===== config.mk =====
export PLATFORM = sky130hd
export DESIGN_NAME = cordic_phase_chip_slicer
export DESIGN_NICKNAME = d
export VERILOG_FILES = /design/src/rtl/cordic_phase_chip_slicer.sv
export SDC_FILE = /design/constraint.sdc
export NUM_CORES = 1
export LEC_CHECK = 0
export ABC_AREA = 1
export CAP_MARGIN = 20
export CELL_PAD_IN_SITES_DETAIL_PLACEMENT = 1
export CELL_PAD_IN_SITES_GLOBAL_PLACEMENT = 2
export CORE_UTILIZATION = 35
export DETAILED_ROUTE_END_ITERATION = 10
export PLACE_DENSITY = 0.92
export RECOVER_POWER = 100
export SLEW_MARGIN = 20
export SYNTH_ARGS = -nofsm -noshare
export SYNTH_HDL_FRONTEND = slang
export SYNTH_SLANG_ARGS = --single-unit
export TNS_END_PERCENT = 10

===== constraint.sdc =====
create_clock -name clock -period 6.9 [get_ports clock]
set_clock_uncertainty 0.05 [all_clocks]
set_input_delay 0.69 -clock clock [delete_from_list [all_inputs] [get_ports clock]]
set_output_delay 0.69 -clock clock [all_outputs]
set_load 0.005 [all_outputs]

===== src/rtl/cordic_phase_chip_slicer.sv =====
`default_nettype none
// ============================================================================
// Module   : cordic_phase_chip_slicer
// Purpose  : Differentiates consecutive CORDIC phase angles with +/-180 degree
//            wrap handling. Each phase step is sliced on its sign into a chip
//            bit, and the chips are packed MSB-first into CHIPS_PER_WORD-chip
//            words for the despreader/correlator.
// Ports    : clock, reset           rising-edge clock, async active-high reset
//            i_angle_valid/i_angle  phase sample in integer degrees (signed)
//            i_sync                 realign pulse; restarts reference and packing
//            o_diff                 wrapped phase step of the last chip
//            o_chip/o_chip_valid    sliced chip bit and its one-cycle strobe
//            o_word/o_word_valid    completed chip word and its one-cycle strobe
//            o_chip_cnt             chips held in the current partial word
// Revision : 1.0  initial release
// ============================================================================
module cordic_phase_chip_slicer #(
  parameter int CHIPS_PER_WORD = 32,
  parameter int ANGLE_W        = 16
) (
  input  logic                             clock,
  input  logic                             reset,
  input  logic                             i_angle_valid,
  input  logic signed [ANGLE_W-1:0]        i_angle,
  input  logic                             i_sync,
  output logic signed [ANGLE_W-1:0]        o_diff,
  output logic                             o_chip,
  output logic                             o_chip_valid,
  output logic        [CHIPS_PER_WORD-1:0] o_word,
  output logic                             o_word_valid,
  output logic        [4:0]                o_chip_cnt
);

  // The difference is one bit wider than the angle so a - prev cannot overflow.
  localparam int DW = ANGLE_W + 1;

  localparam logic signed [ANGLE_W-1:0] ANG_MAX  = ANGLE_W'(180);
  localparam logic signed [ANGLE_W-1:0] ANG_MIN  = ANGLE_W'(-180);
  localparam logic signed [DW-1:0]      D_P180   = DW'(180);
  localparam logic signed [DW-1:0]      D_M180   = DW'(-180);
  localparam logic signed [DW-1:0]      D_360    = DW'(360);
  localparam logic        [4:0]         LAST_CNT = 5'(CHIPS_PER_WORD - 1);

  typedef enum logic [0:0] {
    EMPTY = 1'b0,  // no reference angle held
    RUN   = 1'b1   // reference angle held in prev
  } state_t;

  state_t state;
  state_t state_next;
  logic   produce;

  logic signed [ANGLE_W-1:0]        prev;
  logic                             last_chip;
  logic        [CHIPS_PER_WORD-2:0] word_sr;
  logic        [4:0]                cnt;

  logic signed [ANGLE_W-1:0]        angle_clamped;
  logic signed [DW-1:0]             diff_raw;
  logic signed [DW-1:0]             diff_wrap;
  logic                             chip_bit;
  logic        [CHIPS_PER_WORD-1:0] word_shift;

  // --------------------------------------------------------------------------
  // State machine
  // --------------------------------------------------------------------------
  always_ff @(posedge clock or posedge reset) begin
    if (reset) begin
      state <= EMPTY;
    end else begin
      state <= state_next;
    end
  end

  // A sync sample with valid becomes the new reference, so it lands in RUN
  // without producing a chip.
  always_comb begin
    state_next = state;
    produce    = 1'b0;
    if (i_sync) begin
      state_next = i_angle_valid ? RUN : EMPTY;
    end else if (i_angle_valid) begin
      state_next = RUN;
      produce    = (state == RUN);
    end
  end

  // --------------------------------------------------------------------------
  // Clamp, differentiate, wrap, slice
  // --------------------------------------------------------------------------
  always_comb begin
    angle_clamped = i_angle;
    if (i_angle > ANG_MAX) begin
      angle_clamped = ANG_MAX;
    end else if (i_angle < ANG_MIN) begin
      angle_clamped = ANG_MIN;
    end
  end

  assign diff_raw = {angle_clamped[ANGLE_W-1], angle_clamped} - {prev[ANGLE_W-1], prev};

  // Both operands lie in [-180,180], so one correction folds the step into
  // [-179,180].
  always_comb begin
    diff_wrap = diff_raw;
    if (diff_raw > D_P180) begin
      diff_wrap = diff_raw - D_360;
    end else if (diff_raw <= D_M180) begin
      diff_wrap = diff_raw + D_360;
    end
  end

  // A zero step carries no phase information, so the previous chip repeats.
  assign chip_bit   = (diff_wrap == '0) ? last_chip : ~diff_wrap[DW-1];
  assign word_shift = {word_sr, chip_bit};

  // --------------------------------------------------------------------------
  // Datapath registers and outputs
  // --------------------------------------------------------------------------
  always_ff @(posedge clock or posedge reset) begin
    if (reset) begin
      prev         <= '0;
      last_chip    <= 1'b0;
      word_sr      <= '0;
      cnt          <= '0;
      o_diff       <= '0;
      o_chip       <= 1'b0;
      o_chip_valid <= 1'b0;
      o_word       <= '0;
      o_word_valid <= 1'b0;
    end else begin
      o_chip_valid <= produce;
      o_word_valid <= 1'b0;
      if (i_sync) begin
        // Partial word is discarded; o_word keeps the last completed word.
        last_chip <= 1'b0;
        word_sr   <= '0;
        cnt       <= '0;
        if (i_angle_valid) begin
          prev <= angle_clamped;
        end
      end else if (i_angle_valid) begin
        prev <= angle_clamped;
        if (produce) begin
          o_diff    <= diff_wrap[ANGLE_W-1:0];
          o_chip    <= chip_bit;
          last_chip <= chip_bit;
          if (cnt == LAST_CNT) begin
            o_word       <= word_shift;
            o_word_valid <= 1'b1;
            word_sr      <= '0;
            cnt          <= '0;
          end else begin
            word_sr <= word_shift[CHIPS_PER_WORD-2:0];
            cnt     <= cnt + 5'd1;
          end
        end
      end
    end
  end

  assign o_chip_cnt = cnt;

endmodule
`default_nettype wire


# Word-level counts from Yosys, hierarchy flattened

Index checks and enable logic that the tools add are counted.

Bitwise operators: 2
$lt $le $gt $ge: 4
Multiplexer cells: 25
Add/subtract/negate cells: 4
Reduce and logical (&&, ||, !) cells: 6
Equal/unequal tests: 1

Operators by type and width:

| operator               | number |
|---|---|
| $mux 31                | 4 |
| $mux 17                | 2 |
| $mux 16                | 2 |
| $mux 5                 | 4 |
| $add 17x10->17 const B | 1 |
| $gt 17x9->1 const B    | 1 |
| $le 17x9->1 const B    | 1 |
| $logic_not 17->1       | 1 |
| $sub 16x16->17         | 1 |
| $sub 17x10->17 const B | 1 |
| $gt 16x9->1 const B    | 1 |
| $lt 16x9->1 const B    | 1 |
| $mux 1                 | 13 |
| $add 5x1->5 const B    | 1 |
| $eq 5x5->1 const B     | 1 |
| $reduce_and 4->1       | 1 |
| $reduce_bool 2->1      | 2 |
| $reduce_and 3->1       | 1 |
| $not 1->1              | 2 |
| $reduce_and 2->1       | 1 |

Bits in registers: 105
Input port bits: 20
Word-level logic and storage cells: 52

# Depth between registers and ports, before layout

Depth after elaboration: 13
Depth in mapped cells: 35

# Worst setup path before layout

OpenSTA, ideal clock, no wires.

Path type: input to register
Start point: input i_angle[3]
End point: register last_chip
Path buffers: 1
Data required time: 6.730 ns
Setup slack: 2.436 ns
Arrival: 4.294 ns
Stages on the path: 33
Cell sequence: inv_1 -> o21ai_0 -> a21oi_1 -> or3_1 -> ha_1 -> inv_1 -> nand3_1 -> ha_1 -> fa_1 -> inv_1 -> nand3_1 -> nand2_2 -> nand2_1 -> nand2_1 -> ha_1 -> inv_1 -> o21ai_0 -> nand2_1 -> nand3_1 -> nand2_1 -> nor2_4 -> nand2_4 -> nand2_4 -> buf_6 -> nand2_1 -> nand2_1 -> nand3_1 -> nor2_1 -> nand2_1 -> nor2_1 -> nand2_1 -> nand3_1 -> nand2_1

Cells in the longest elaborated chain, start to end: 12
Elaborated cells between the ends (all ways): 17

Ends and longest elaborated chain:

| element                                              | RTL line | RTL |
|---|---|---|
| start: declaration                                   | 24       | `input logic signed [ANGLE_W-1:0] i_angle,` |
| $lt 16x9->1                                          | 95       | `end else if (i_angle < ANG_MIN) begin` |
| $mux 16                                              | 95       |  |
| $mux 16 (*)                                          | 93       | `if (i_angle > ANG_MAX) begin` |
| $sub 16x16->17 (*)                                   | 100      | `assign diff_raw = {angle_clamped[ANGLE_W-1], angle_clamped} - {prev[ANGLE_W-1], prev};` |
| $add 17x10->17 / $le 17x9->1 (equally long branches) | 109, 108 |  |
| $mux 17                                              | 108      | `end else if (diff_raw <= D_M180) begin` |
| $mux 17 (*)                                          | 106      | `if (diff_raw > D_P180) begin` |
| $logic_not 17->1 / $not 1->1 (equally long branches) | 114      | `assign chip_bit = (diff_wrap == '0) ? last_chip : ~diff_wrap[DW-1];` |
| $mux 1 (*)                                           | 114      |  |
| $mux 1 (*)                                           | 144      | `if (produce) begin` |
| $mux 1 (*)                                           | 142      | `end else if (i_angle_valid) begin` |
| $mux 1 (*)                                           | 134      | `if (i_sync) begin` |
| end signal: assignment                               | 147      | `last_chip <= chip_bit;` |
| end: declaration                                     | 54       | `logic last_chip;` |

Every way passes the cells marked *; elsewhere a longest branch is shown, timed or not. The select of a mux whose other input is x is not followed.
A chain may end at the register's enable or synchronous reset.

# Worst setup path in the final report

Ends and elaborated chain as after synthesis.

==> reports/metrics.yaml <==
yosys:
  synth_seq_cells: 105
  synth_most_common_cell: "nand2_1"
  synthCells: 864
  post_synth.cell_area_avg_um2: 7.31
  synth_edf_count: 0
  ys.flop_type: "dfrtp_1"
  ys_types: 39
  syn_area_um2: 6310
  yosysWarnings: 0
  ys_seq_area_share_pct: 41.6
  synth_fp_nets: 908
  synth_area_leaders: "dfrtp_1 42%, nand2_1 15%, inv_1 6.8%, o21ai_0 5.8%, nand3_1 5.2%"
  synthTopCellsByCount: "259 x nand2_1, 115 x inv_1, 105 x dfrtp_1, 73 x o21ai_0, 66 x nand3_1"
  synth_largest_area_cell: "dfrtp_1"
  netlist.area_leader.share_pct: 41.6
  synthArstFlopShare_pct: 100
timing:
  tightestPinTransition_ns: 3.40
  setup_tns_ns: 0
  whs_ns: 0.428
  hold_viol_final: 0
  min_period_over_period_pct: 83.9
  rsz0062_at_grt: "false"
  setup_viol: 0
  post-route-min-period_ns: 5.79
  slew_headroom_pct: -127
  maxSlewViolCount: 200
  fmax_mhz: 173
drt:
  via_per_inst: 4.95
  drc_errors: 0
  via_count: 5731
  routed_wirelength_um: 16600
  routedWlPerCell_um: 14.3
  postRouteAntennaNets: 0
  drtPass1Iterations: 4
  first_iter_violations: 267
worst_setup_path:
  r2r_slack_ns: 2.88
  end_kind: "flip-flop"
  crit-reg2reg-launch: "state$_DFFE_PP0P_"
  critical_path_required_ns: 7.09
  critPathLaunchType: "primary input"
  critical_path.endpoint: "last_chip$_DFFE_PP0P_"
  critical-path-slowest-cell: "dlygate4sd3_1"
  cp_slowest_stage_delay_ns: 0.55
  ff2ff_path_depth: 4
  critPathMostFrequentCell: "nand2_1"
  path_class: "in -> reg"
  worstPathMaxFanout: 14
  critPathArrivalTime_ns: 5.98
  critical_path.startpoint: "i_angle[3]"
  r2r_end: "o_word[26]$_DFFE_PP0P_"
global_route:
  overflow: 0
  grt_usage_pct: 19.3
  antenna_found_initial: 0
  grt_pass1_vias: 5833
  grt_max_degree: 65
  grt_pass1_wl_um: 28300
floorplan:
  start_util_pct: 36.1
  die_h_um: 136
  rows: 48
  dieArea_um2: 18600
  die_x_um: 136
  io_pins: 76
  core_area_um2: 17500
status:
  violations: "max-capacitance violations, max-slew violations"
  status: "complete, but fails checks"
placement:
  io_buffers: 75
  dpl_cell_area_um2: 7240
  dpl.hpwl_um: 12900
  gp_congestion: 0.850
clock_network:
  max-clock-path-buffers: 2
  clk_latency_ns: 0.36
  cts_sinks: 105
  cts-resized-gates: 0
  path_clk_slew_ns: 0.07
  cts-buffers-inserted: 9
  cts_setup_buffers: 0
  cts_hold_buffers: 0
  cts-root-buf: "clkbuf_16"
  tritoncts: "built"
  cts_max_level: 3
power:
  power.density_nw_per_um2: 257
  p_leak_nw: 3.81
  ir_drop_mv: 0.143
finish:
  final_nets: 971
  final_area_um2: 7510
  fill_cells: 2204
  drive_gt1_share_pct: 6.12
  multi_input_area_um2: 3090
  syn_to_final_growth_pct: 18.9
  ff_latch_area_um2: 2630
  n_antenna_cell: 0
run:
  drv_cap: 4
worst_hold_path:
  holdCritPathClass: "reg -> reg"
## metal layers
metal | part of all wire, % | track usage (%) | up-vias
li1 | - | - | 2918
met1 | 47 | 24.4 | 2739
met2 | 50 | 34.4 | 61
met3 | 1.9 | 2.83 | 13
met4 | 0.95 | 4.44 | 0
met5 | 0 | 0 | -
## layout by cell type, fill, tap and decap left out, types with 2 or more instances in the layout
cell type | Yosys | routed
ha_1 | 23 | 23
or2_2 | 3 | 3
o21ai_2 | 2 | 2
nand3_1 | 66 | 66
clkinv_4 | 0 | 2
clkbuf_16 | 0 | 9
nor2_1 | 57 | 57
nor3_1 | 4 | 4
a22o_1 | 2 | 2
nand2_1 | 259 | 261
inv_2 | 7 | 6
o21ai_1 | 4 | 2
dlygate4sd3_1 | 0 | 59
dfrtp_1 | 105 | 105
a21oi_1 | 15 | 16
a31oi_1 | 12 | 12
inv_1 | 115 | 115
clkbuf_1 | 20 | 2
nand2_4 | 4 | 3
inv_6 | 0 | 2
nand2_2 | 18 | 17
nand4_1 | 10 | 10
nor2_4 | 2 | 2
nor2_2 | 4 | 4
clkdlybuf4s50_1 | 0 | 16
o21ai_0 | 73 | 75
o22ai_1 | 31 | 31
xor2_1 | 10 | 10
## report_power, final
group | internal [mW] | switching (mW)
logic | 0.256 | 0.478
clock network | 0.261 | 0.242
registers | 0.664 | 0.0264
## worst min path at each step
stage,slack [ns],cells past startpoint,to,from
2_1_floorplan,0.40,2,word_sr[0]$_DFFE_PP0P_,word_sr[0]$_DFFE_PP0P_
3_3_place_gp,0.41,2,o_diff[9]$_DFFE_PP0P_,o_diff[9]$_DFFE_PP0P_
3_5_place_dp,0.42,2,o_word[22]$_DFFE_PP0P_,o_word[22]$_DFFE_PP0P_
4_1_cts,0.44,2,o_diff[0]$_DFFE_PP0P_,o_diff[0]$_DFFE_PP0P_
5_1_grt,0.45,2,o_word[12]$_DFFE_PP0P_,o_word[12]$_DFFE_PP0P_
6_report,0.43,2,o_word[6]$_DFFE_PP0P_,o_word[6]$_DFFE_PP0P_
## worst max-delay path: cells and delay by family
family,cells,cell delay (ns)
and+or+nand+nor,20,2.42
adders and majority gates,4,1.26
AOI/OAI and AO/OA,4,0.65
buffers and inverters,5,0.92
## registers in the layout, indices dropped and copies added, names as in the netlist
| signal | flops |
|---|---|
| last_chip | 1 |
| prev | 16 |
| o_chip_valid | 1 |
| state | 1 |
| o_word_valid | 1 |
| o_chip | 1 |
| o_chip_cnt | 5 |
| o_word | 32 |
| o_diff | 16 |
| word_sr | 31 |
## per-stage QoR
stage	instances	setup slack (ns)	utilization, %	total power [mW]
after floorplan	864	2.44	-	1.23
after global placement	1141	1.28	41.5	1.46
after detailed placement	1141	1.08	41.5	1.47
after CTS	1157	1.42	43.1	1.98
after global routing	1157	0.395	43.0	2.08
final	1157	1.11	43.0	1.93
## cell families after synthesis
kind of cell    synth area share [%]
compound gates                  12.9
fa+ha+maj                       4.88
xor+xnor                        2.08
buf+inv                         9.20
simple gates                    29.3
flops                           41.6
## area by class of cell
cell class / count / area share [%]
repair buffers: 76 / 10.0
well taps: 225 / 3.75
multi-input cells: 612 / 41.2
clock inverters: 5 / 0.616
flip-flops and latches: 105 / 35.0
clock buffers: 11 / 3.23
inverters: 123 / 6.20
Note: power is estimated with default switching activity, not from simulation.
